[config.mk]
export PLATFORM = sky130hd
export DESIGN_NAME = output_stream_tx
export DESIGN_NICKNAME = d
export VERILOG_FILES = /design/src/rtl/output_stream_tx.sv
export SDC_FILE = /design/constraint.sdc
export NUM_CORES = 1
export LEC_CHECK = 0
export ABC_CLOCK_PERIOD_IN_PS = 4400
export CORE_MARGIN = 10
export CORE_UTILIZATION = 38
export CTS_BUF_LIST = sky130_fd_sc_hd__clkbuf_2 sky130_fd_sc_hd__clkbuf_4 sky130_fd_sc_hd__clkbuf_8
export DETAILED_ROUTE_END_ITERATION = 8
export SLEW_MARGIN = 5
export SYNTH_ARGS = -nofsm -noshare
export SYNTH_HDL_FRONTEND = slang
export SYNTH_SLANG_ARGS = --single-unit
[constraint.sdc]
create_clock -name clk -period 4.4 [get_ports clk]
set_clock_uncertainty 0.15 [all_clocks]
set_input_delay 0.88 -clock clk [delete_from_list [all_inputs] [get_ports clk]]
set_output_delay 0.88 -clock clk [all_outputs]
set_load 0.03 [all_outputs]
[src/rtl/output_stream_tx.sv]
// Output-feature-map streamer: buffers result words in a small FWFT FIFO and hands them to a
// ready/valid sink, framing them with start/last/done. Optional OUTPUT_STREAM_ORDER_CHECK_EN adds order_error.
module output_stream_tx #(
    parameter int DATA_WIDTH         = 32,
    parameter int FIFO_DEPTH         = 4,
    parameter int FEATURE_MAP_WIDTH  = 1024,
    parameter int FEATURE_MAP_HEIGHT = 1024,
    parameter int OUTPUT_NB_CHANNELS = 64
) (
    input  logic                          clk,
    input  logic                          arst_in,
    input  logic                          start,
    input  logic                          in_valid,
    input  logic [DATA_WIDTH-1:0]         in_data,
    input  logic [31:0]                   in_x,
    input  logic [31:0]                   in_y,
    input  logic [31:0]                   in_ch,
    output logic                          out_valid,
    input  logic                          out_ready,
    output logic [DATA_WIDTH-1:0]         out_data,
    output logic [31:0]                   out_x,
    output logic [31:0]                   out_y,
    output logic [31:0]                   out_ch,
    output logic                          out_last,
    output logic                          busy,
    output logic                          done,
    output logic                          overflow,
    output logic [$clog2(FIFO_DEPTH):0]   level,
    output logic [31:0]                   tx_count
`ifdef OUTPUT_STREAM_ORDER_CHECK_EN
    ,
    output logic                          order_error
`endif
);

    localparam int AW = $clog2(FIFO_DEPTH);
    localparam int LW = AW + 1;
    localparam logic [LW-1:0] FULL_LVL = LW'(FIFO_DEPTH);
    localparam logic [31:0]   LAST_X   = 32'(FEATURE_MAP_WIDTH - 1);
    localparam logic [31:0]   LAST_Y   = 32'(FEATURE_MAP_HEIGHT - 1);
    localparam logic [31:0]   LAST_CH  = 32'(OUTPUT_NB_CHANNELS - 1);

    typedef enum logic [1:0] {
        IDLE  = 2'd0,
        RUN   = 2'd1,
        DRAIN = 2'd2
    } state_t;

    state_t r_state;
    state_t w_next_state;

    logic [DATA_WIDTH-1:0] r_mem_data [FIFO_DEPTH];
    logic [31:0]           r_mem_x    [FIFO_DEPTH];
    logic [31:0]           r_mem_y    [FIFO_DEPTH];
    logic [31:0]           r_mem_ch   [FIFO_DEPTH];
    logic                  r_mem_last [FIFO_DEPTH];

    logic [AW-1:0]  r_wr_ptr;
    logic [AW-1:0]  r_rd_ptr;
    logic [LW-1:0]  r_level;
    logic [31:0]    r_tx_count;
    logic           r_overflow;
    logic           r_last_seen;
    logic           r_done;

    logic w_arm;
    logic w_pop;
    logic w_push;
    logic w_drop;
    logic w_is_last;
    logic w_full;

    assign w_full    = (r_level == FULL_LVL);
    assign out_valid = (r_level != '0);
    assign w_pop     = out_valid && out_ready;
    assign w_arm     = (r_state == IDLE) && start;
    // A full FIFO still accepts a write when the head leaves in the same cycle.
    assign w_push    = (r_state == RUN) && in_valid && (!w_full || w_pop);
    assign w_drop    = (r_state == RUN) && in_valid && w_full && !w_pop;
    assign w_is_last = (in_x == LAST_X) && (in_y == LAST_Y) && (in_ch == LAST_CH);

    always_ff @(posedge clk or posedge arst_in) begin
        if (arst_in) begin
            r_state <= IDLE;
        end else begin
            r_state <= w_next_state;
        end
    end

    always_comb begin
        w_next_state = r_state;
        case (r_state)
            IDLE:    if (start) w_next_state = RUN;
            RUN:     if (w_push && w_is_last) w_next_state = DRAIN;
            DRAIN:   if (w_pop && out_last) w_next_state = IDLE;
            default: w_next_state = IDLE;
        endcase
    end

    always_ff @(posedge clk) begin
        if (w_push) begin
            r_mem_data[r_wr_ptr] <= in_data;
            r_mem_x[r_wr_ptr]    <= in_x;
            r_mem_y[r_wr_ptr]    <= in_y;
            r_mem_ch[r_wr_ptr]   <= in_ch;
            r_mem_last[r_wr_ptr] <= w_is_last;
        end
    end

    always_ff @(posedge clk or posedge arst_in) begin
        if (arst_in) begin
            r_wr_ptr    <= '0;
            r_rd_ptr    <= '0;
            r_level     <= '0;
            r_tx_count  <= '0;
            r_overflow  <= 1'b0;
            r_last_seen <= 1'b0;
            r_done      <= 1'b0;
        end else begin
            r_done <= (r_state == DRAIN) && w_pop && out_last;
            if (w_arm) begin
                r_wr_ptr    <= '0;
                r_rd_ptr    <= '0;
                r_level     <= '0;
                r_tx_count  <= '0;
                r_overflow  <= 1'b0;
                r_last_seen <= 1'b0;
            end else begin
                if (w_push) begin
                    r_wr_ptr <= r_wr_ptr + AW'(1);
                end
                if (w_pop) begin
                    r_rd_ptr   <= r_rd_ptr + AW'(1);
                    r_tx_count <= r_tx_count + 32'd1;
                end
                if (w_push && !w_pop) begin
                    r_level <= r_level + LW'(1);
                end else if (w_pop && !w_push) begin
                    r_level <= r_level - LW'(1);
                end
                if (w_drop) begin
                    r_overflow <= 1'b1;
                end
                if (w_push && w_is_last) begin
                    r_last_seen <= 1'b1;
                end
            end
        end
    end

    assign out_data = r_mem_data[r_rd_ptr];
    assign out_x    = r_mem_x[r_rd_ptr];
    assign out_y    = r_mem_y[r_rd_ptr];
    assign out_ch   = r_mem_ch[r_rd_ptr];
    // Gate with out_valid so a stale tag in an empty slot never leaks out.
    assign out_last = out_valid && r_mem_last[r_rd_ptr];
    assign busy     = (r_state != IDLE);
    assign done     = r_done;
    assign overflow = r_overflow;
    assign level    = r_level;
    assign tx_count = r_tx_count;

`ifdef OUTPUT_STREAM_ORDER_CHECK_EN
    logic [31:0] r_exp_x;
    logic [31:0] r_exp_y;
    logic [31:0] r_exp_ch;
    logic        r_order_error;
    logic [95:0] w_succ;

    function automatic logic [95:0] raster_next(input logic [31:0] x, input logic [31:0] y,
                                                input logic [31:0] ch);
        logic [31:0] nx;
        logic [31:0] ny;
        logic [31:0] nch;
        nx  = x + 32'd1;
        ny  = y;
        nch = ch;
        if (x == LAST_X) begin
            nx = '0;
            if (y == LAST_Y) begin
                ny  = '0;
                nch = ch + 32'd1;
            end else begin
                ny = y + 32'd1;
            end
        end
        return {nch, ny, nx};
    endfunction

    assign w_succ = raster_next(in_x, in_y, in_ch);

    always_ff @(posedge clk or posedge arst_in) begin
        if (arst_in) begin
            r_exp_x       <= '0;
            r_exp_y       <= '0;
            r_exp_ch      <= '0;
            r_order_error <= 1'b0;
        end else if (w_arm) begin
            r_exp_x       <= '0;
            r_exp_y       <= '0;
            r_exp_ch      <= '0;
            r_order_error <= 1'b0;
        end else if (w_push) begin
            if ((in_x != r_exp_x) || (in_y != r_exp_y) || (in_ch != r_exp_ch)) begin
                r_order_error <= 1'b1;
            end
            {r_exp_ch, r_exp_y, r_exp_x} <= w_succ;
        end
    end

    assign order_error = r_order_error;
`endif

endmodule
Word level (Yosys, flattened, before mapping)
Memory sizes are Yosys's and may differ from the RTL's.
Index checks and enable logic that the tools add are counted.
W data, S select, Z words.

operators by class
  reductions and logical operators = 27
  mux-type cells = 17
  eq/ne operators = 9
  add/sub/neg operators = 5

operators by type and width
  kind                     number
  $eq A32 B10 Y1 const B   2
  $mux W32                 2
  $add A32 B1 Y32 const B  1
  $eq A32 B6 Y1 const B    1
  $logic_and A1 B1 Y1      15
  $mux W2                  7
  $mux W3                  3
  $reduce_bool A2 Y1       4
  $pmux W2 S3              1
  $reduce_bool A3 Y1       2
  $add A2 B1 Y2 const B    2
  $mux W1                  4
  $ne A2 B2 Y1 const B     2
  $add A3 B1 Y3 const B    1
  $eq A3 B3 Y1 const B     1
  $logic_not A1 Y1         3
  $reduce_and A3 Y1        1
  $sub A3 B1 Y3 const B    1
  $eq A2 B1 Y1 const B     1
  $eq A2 B2 Y1 const B     1
  $logic_not A2 Y1         1
  $ne A2 B1 Y1 const B     1
  $logic_or A1 B1 Y1       1

word-level totals
  register bits after elaboration = 43
  bits of input ports = 133
  bits in writable memories = 516
  word-level logic and storage cells = 70
  memories = 5

memories
  name        depth  bits a word  read ports  clocked after Yosys merged registers in  wr ports  line  source
  r_mem_ch    4      32           1           0                                        1         55    logic [31:0] r_mem_ch [FIFO_DEPTH];
  r_mem_data  4      32           1           0                                        1         52    logic [DATA_WIDTH-1:0] r_mem_data [FIFO_DEPTH];
  r_mem_x     4      32           1           0                                        1         53    logic [31:0] r_mem_x [FIFO_DEPTH];
  r_mem_y     4      32           1           0                                        1         54    logic [31:0] r_mem_y [FIFO_DEPTH];
  r_mem_last  4      1            1           0                                        1         56    logic r_mem_last [FIFO_DEPTH];

Depth between registers and ports, before layout
Gate-level depths: netlist of run 1.

  depth in word-level cells = 9
  mapped depth = 8
  depth with buffers taken out = 6

Worst setup path after synthesis of run 1
No wires, ideal clock.

  kind = input to register
  start point = input port in_valid
  end point = memory r_mem_ch[1][0] (enable)
  arrival = 4395 ps
  path buffers = 0
  stages = 3
  setup slack = -649 ps
  required time = 3747 ps
  setup time = 503 ps
  path through = nand3b_1 > nor2_1 > and2_1

between the ends
  longest elaborated chain between the ends = 4

ends and longest elaborated chain
  item                               line  source
  start, declared                    13    input logic in_valid,
  $logic_and A1 B1 Y1 (2 in series)  78    assign w_push = (r_state == RUN) && in_valid && (!w_full || w_pop);
  $mux W1                            101   if (w_push) begin
  $mux W1 (implied by the code)      105   r_mem_ch[r_wr_ptr] <= in_ch;
  end, declared                      55

Every way passes these cells.

Worst setup path in the final report of run 1
  start point = register r_rd_ptr[0]
  end point = output port out_y[21]

between the ends
  longest elaborated chain between the ends = 1

ends and longest elaborated chain
  item                    line  source
  start, declared         59    logic [AW-1:0] r_rd_ptr;
  start signal, assigned  133   r_rd_ptr <= r_rd_ptr + AW'(1);
  $mem_v2 Z4 W32          n/a
  end, declared           22    output logic [31:0] out_y,

Every way passes these cells.

==> run_results.csv, run 1 <==
group,metric,value,unit
outcome,status,"completed",
worst_hold_path,hold_class,"flop to flop",
floorplan,die_area,0.0659,mm²
place,gp_congestion,0.766,
yosys,synth_top_area_cell,"edfxtp_1",
pwr,p_leak,8.92,nW
clock_tree,cts_made_buffers,92,
routing,post_drt_wl_per_cell,24.4,µm
finish,area_growth,28.4,%
setup_path,path_max_fanout,23,
floorplan,initial_core_util,38.5,%
routing,firstDrtPassIters,5,
clock_tree,htree_levels,3,
yosys,synth-main-ff-cell,"edfxtp_1",
finish,multiInputGateArea,0.00450,mm²
timing,max_freq,0.244,GHz
timing,final-setup-viol-count,0,
yosys,synth_area_leaders,"edfxtp_1 73%, mux4_2 14%, dfrtp_1 5.1%",
setup_path,crit_type,"flop to output port",
floorplan,die_y,257,µm
timing,rsz0062_at_grt,"false",
timing,slew_violations,0,
yosys,synth_cell_types,48,
clock_tree,clockBufferDepth,3,
setup_path,worst_setup_path_start_kind,"flop",
yosys,synth_top_cell_area_share,72.8,%
global_route,grt_usage,16.1,%
setup_path,slowest_stage,"dfrtp_4",
yosys,syn-cell-area,0.0213,mm²
setup_path,end_kind,"output port",
global_route,grt_pass1_vias,12000,
clock_tree,clkTransAtPathRegs,0.06,ns
routing,avgViaCountPerCell,5.15,
routing,drt_wl_total,53400,µm
yosys,postSynthAreaPerCell,21.9,µm²
finish,regArea,0.0166,mm²
clock_tree,cts_setup_buffers,0,
floorplan,die_x,257,µm
yosys,synth_edf_count,516,
yosys,synth_most_common_cell,"edfxtp_1",
clock_tree,post_cts_resize_count,0,
routing,ant_nets,0,
yosys,synth_common_cells,"516 x edfxtp_1, 129 x mux4_2, 43 x dfrtp_1, 24 x nor4_1",
setup_path,max_stage_delay,0.78,ns
global_route,grt_max_degree,70,
finish,fillers,4653,
pwr,ir_drop,0.456,mV
setup_path,cp_num_buf_inv,2,
floorplan,rows,86,
place,io_buffers,300,
setup_path,arrival,3.07,ns
clock_tree,root_buffer,"clkbuf_8",
global_route,grt_pass1_wl,80000,µm
timing,whs,0.396,ns
routing,drc_errors,0,
timing,finalHoldViolCount,0,
timing,min_period,4.10,ns
clock_tree,clock-sinks,559,
place,dpl_cell_area,0.0255,mm²
floorplan,core_region_area,0.0553,mm²
finish,nets,1502,
yosys,yosysWarningCount,0,
yosys,yosysSeqAreaShare,77.9,%
run,max_cap_violations,0,
place,dp_hpwl,34800,µm
setup_path,crit_chain,"buf_4 > mux4_2 > clkdlybuf4s50_1",
yosys,syn_nets,1113,
clock_tree,clkLatencyLatePin,0.67,ns
pwr,p_per_area,688,mW/mm²
global_route,grt_overflow_total,0,
setup_path,required,3.37,ns
routing,vias,11300,
finish,final_util,49.4,%
floorplan,io_pins,301,
finish,fin_area,0.0273,mm²
clock_tree,hold_buffers,0,
setup_path,cpLargestDelayFamily,"buffers and inverters",
finish,drive_gt1_share,22.0,%
yosys,synth-seq-cells,559,
routing,drt_iter0_drc,781,
yosys,syn_inst,974,
timing,slew_headroom,38.3,%
timing,fin_setup_tns,0,ns
timing,post-route-period-util,93.3,%
global_route,grt_antenna_before_repair,5,
yosys,async_flop_share,7.69,%
timing,worst_slew_pin_slew,0.925,ns
clock_tree,cts_tree,"yes",
==> through the flow <==
step	std cells	worst slack (ns)	total power, W
after global routing	2186	0.0777	0.0197
after floorplan	974	0.774	0.0115
after CTS	2183	0.158	0.0191
after global placement	2017	0.604	0.0146
after detailed placement	2017	0.490	0.0147
final	2186	0.297	0.0188
==> path summary, 6_finish.rpt <==
check / cells after the start / slack [ns] / endpoint / start
max: 3 / 0.30 / out_y[21] / r_rd_ptr[0]
min: 2 / 0.40 / tx_count[31] / tx_count[31]
max reg2reg: 4 / 1.67 / r_mem_ch[0][4] / r_state[1]
min reg2reg: 2 / 0.40 / tx_count[31] / tx_count[31]
max in group asynchronous: 3 / 3.16 / r_rd_ptr[0] / arst_in
min in group asynchronous: 3 / 0.51 / done / arst_in
==> metal layers <==
layer / share of wire, % / wire length, µm / track usage (%) / up-vias
li1: - / - / - / 4941
met1: 44 / 23300 / 21.7 / 5873
met2: 48 / 25500 / 25.0 / 385
met3: 7.0 / 3760 / 4.50 / 57
met4: 1.5 / 790 / 4.96 / 4
met5: 0.058 / 31 / 0 / -
==> where the power goes <==
group	switching (W)	total, W	internal [W]
Combinational	0.00400	0.00707	0.00307
Sequential	0.000404	0.00731	0.00691
Clock	0.00206	0.00443	0.00236
Total	0.00647	0.0188	0.0123
==> cell families (layout without fill, tap and decap cells) <==
| family | after synthesis | count (layout) | share of synthesized area (%) |
|---|---|---|---|
| muxes | 133 | 133 | 13.8 |
| AOI/OAI and AO/OA | 54 | 54 | 1.68 |
| and+or+nand+nor | 157 | 157 | 4.64 |
| adders and majority gates | 6 | 6 | 0.388 |
| xor gates and xnor gates | 13 | 13 | 0.535 |
| other | 0 | 3 | 0 |
| DFF | 559 | 559 | 77.9 |
| buffers and inverters | 52 | 513 | 1.06 |
==> registers in the layout, summed over array words and instances, names as in the netlist <==
signal      count
r_mem_last      4
r_mem_x       128
level           3
r_mem_y       128
r_mem_ch      128
r_rd_ptr        2
tx_count       32
r_wr_ptr        2
r_state         2
done            1
r_mem_data    128
overflow        1
==> cells in the final DEF, fill, tap and decap left out, types with 6 or more instances in the layout <==
cell and n:
edfxtp_1 516, nand3_1 12, clkdlybuf4s50_1 300, or4_1 11, dfrtp_1 41, a21oi_1 19, inv_1 9, clkbuf_8 94
clkbuf_4 22, clkinv_2 11, o21ai_0 7, nor4_1 24, xor2_1 7, xnor2_1 6, buf_12 16, nand4_1 15
or3_1 7, and4_1 11, nand2_1 18, nor4b_1 10, buf_4 22, clkinv_1 29, mux4_2 129, o31ai_1 12
nor2_1 17
==> layout make-up <==
type | instances | share of cell area, %
sequential | 559 | 60.7
multi-input combinational | 363 | 16.5
timing repair buffer | 338 | 12.8
clock buffer | 116 | 5.34
tap | 748 | 3.42
clock inverter | 50 | 1.17
inverter | 9 | 0.124
antenna | 3 | 0.0275
==> tightest hold or removal path, cell delays in order, from the launching register on <==
cell and delay [ns]:
dfrtp_1 0.39, nand2_1 0.06, mux2i_1 0.05
(Power assumes the default switching activity.)
==> run 2, diff against run 1 <==
--- a/config.mk
+++ b/config.mk
@@ -7,9 +7,10 @@
 export LEC_CHECK = 0
 export ABC_CLOCK_PERIOD_IN_PS = 4400
 export CORE_MARGIN = 10
-export CORE_UTILIZATION = 38
+export CORE_UTILIZATION = 51
 export CTS_BUF_LIST = sky130_fd_sc_hd__clkbuf_2 sky130_fd_sc_hd__clkbuf_4 sky130_fd_sc_hd__clkbuf_8
 export DETAILED_ROUTE_END_ITERATION = 8
+export PLACE_DENSITY = 0.78
 export SLEW_MARGIN = 5
 export SYNTH_ARGS = -nofsm -noshare
 export SYNTH_HDL_FRONTEND = slang
==> run 2 against run 1 <==
  * Clock power is 3% lower
  * Worst setup slack improved by 0.036 ns
  * Routed wire length fell by 5.9%
  * Largest power group unchanged
==> run_results.csv, run 2 (synthesis gave the netlist of run 1 again) <==
group,metric,value,unit
outcome,status,"completed",
timing,fin_setup_tns,0,ns
pwr,clockPowerShare,23.0,%
floorplan,core_region_area,0.0410,mm²
global_route,grt_antenna_before_repair,4,
setup_path,cp_num_buf_inv,2,
finish,layout_commonest_cell,"edfxtp_1",
timing,rsz0062_at_grt,"false",
finish,final_util,65.7,%
clock_tree,clockBufferDepth,3,
global_route,grt_max_degree,48,
global_route,grt_usage,19.9,%
routing,ant_nets,0,
routing,drt_iter0_drc,963,
clock_tree,cts_tree,"yes",
clock_tree,post_cts_resize_count,0,
routing,avgViaCountPerCell,5.82,
setup_path,path_max_fanout,47,
pwr,combPwrFrac,37.5,%
setup_path,crit_chain,"buf_12 > mux4_2 > clkdlybuf4s50_1",
routing,drc_errors,0,
place,dp_hpwl,33400,µm
floorplan,rows,74,
pwr,netSwitchingFraction,34.0,%
routing,drt_wl_total,50300,µm
setup_path,arrival,3.04,ns
routing,firstDrtPassIters,7,
finish,drive_gt1_share,21.8,%
clock_tree,htree_levels,3,
setup_path,timing.rr.start,"r_state[1]",
finish,diodes,0,
clock_tree,cts_setup_buffers,0,
global_route,grt_pass1_vias,12100,
worst_hold_path,min_from,"overflow",
finish,area_growth,26.6,%
timing,max_freq,0.246,GHz
pwr,p_per_area,690,mW/mm²
setup_path,slowest_stage,"dfrtp_4",
global_route,grt_overflow_total,0,
setup_path,max_stage_delay,0.69,ns
finish,final_cell_mix,"516 x edfxtp_1, 300 x clkdlybuf4s50_1, 129 x mux4_2, 89 x clkbuf_8, 41 x dfrtp_1",
routing,vias,11300,
timing,finalHoldViolCount,0,
clock_tree,clkTransAtPathRegs,0.06,ns
floorplan,die_area,0.0503,mm²
timing,slew_headroom,36.3,%
setup_path,required,3.37,ns
floorplan,die_y,224,µm
setup_path,crit_type,"flop to output port",
timing,worst_slew_pin_slew,0.947,ns
clock_tree,cts_made_buffers,89,
run,max_cap_violations,0,
timing,final-setup-viol-count,0,
clock_tree,clock-sinks,559,
clock_tree,clkLatencyLatePin,0.65,ns
finish,nets,1491,
pwr,power,0.0186,W
floorplan,io_pins,301,
pwr,pwr-share-seq,39.4,%
setup_path,cpLargestDelayFamily,"buffers and inverters",
worst_hold_path,hold_class,"flop to flop",
pwr,p_int,0.0123,W
global_route,grt_pass1_wl,75600,µm
pwr,p_leak,8.85,nW
timing,post-route-period-util,92.4,%
pwr,ir_drop,0.545,mV
clock_tree,root_buffer,"clkbuf_8",
timing,slew_violations,0,
setup_path,end_kind,"output port",
floorplan,die_x,224,µm
pwr,switching_power,0.00632,W
setup_path,worst_setup_path_start_kind,"flop",
place,gp_congestion,0.805,
setup_path,cp-startpoint,"r_rd_ptr[0]",
floorplan,initial_core_util,51.9,%
finish,fillers,2654,
routing,post_drt_wl_per_cell,25.8,µm
timing,min_period,4.07,ns
place,io_buffers,300,
clock_tree,hold_buffers,0,
## run 2: cell types whose count changed in the layout (fill, tap and decap cells not counted), moves of 3 or more
cell | previous run | this run
clkinv_2 | 11 | 8
clkinv_1 | 29 | 13
clkbuf_4 | 22 | 29
clkbuf_8 | 94 | 89
buf_4 | 22 | 14
diode_2 | 3 | 0
## run 2: metal layers
metal / part of all wire (%) / track usage, % / vias to the layer above
met5: 0.090 / 0 / -
li1: - / - / 4902
met1: 41 / 26.3 / 5902
met3: 7.5 / 5.92 / 74
met4: 2.1 / 5.90 / 8
met2: 49 / 31.7 / 436
## run 2: worst paths after layout
check	cells after the start	slack (ns)	to
worst max-delay path	3	0.33	out_ch[28]
worst min-delay path	2	0.39	overflow
worst max register to register	4	1.70	r_mem_ch[3][22]
worst min register to register	2	0.39	overflow
max in group asynchronous	3	3.12	r_rd_ptr[1]
min in group asynchronous	3	0.54	tx_count[1]
## run 2: worst register-to-register path, cell delays in order, from the launching register on
cell      delay (ns)
dfrtp_1         0.46
nand3b_1        0.35
nor2_1          0.45
and2_4          0.57
buf_4           0.38
## run 2: power groups by stage
stage / registers, W / clock network, W / logic (W)
detailed placement: 0.00744 / 0 / 0.00708
finish: 0.00733 / 0.00428 / 0.00698
global placement: 0.00736 / 0 / 0.00704
global route: 0.00741 / 0.00462 / 0.00733
CTS: 0.00734 / 0.00440 / 0.00711
floorplan: 0.00732 / 0 / 0.00422
## run 2: per-stage QoR
step / hold WS, ns / worst slack, ns / instance area [µm²] / std cells
after floorplan: 0.364 / 0.774 / 21300 / 974
after global placement: 0.361 / 0.651 / 25200 / 1793
after detailed placement: 0.380 / 0.597 / 25200 / 1793
after CTS: 0.398 / 0.231 / 26900 / 1944
after global routing: 0.413 / 0.162 / 26900 / 1944
final: 0.391 / 0.332 / 26900 / 1944
## run 2: cell type report
cell class,count,area (µm²),share of cell area [%]
clock buffer,118,1440,5.35
inverter,9,33.8,0.125
multi-input combinational,363,4500,16.7
sequential,559,16600,61.5
tap,532,666,2.47
timing repair buffer,330,3430,12.7
clock inverter,33,289,1.07
==> run 3, diff against run 2 <==
--- a/config.mk
+++ b/config.mk
@@ -6,6 +6,7 @@
 export NUM_CORES = 1
 export LEC_CHECK = 0
 export ABC_CLOCK_PERIOD_IN_PS = 4400
+export CAP_MARGIN = 10
 export CORE_MARGIN = 10
 export CORE_UTILIZATION = 51
 export CTS_BUF_LIST = sky130_fd_sc_hd__clkbuf_2 sky130_fd_sc_hd__clkbuf_4 sky130_fd_sc_hd__clkbuf_8
==> results of run 3 <==
The final DEF is identical to that of run 2; final timing and power are the same.
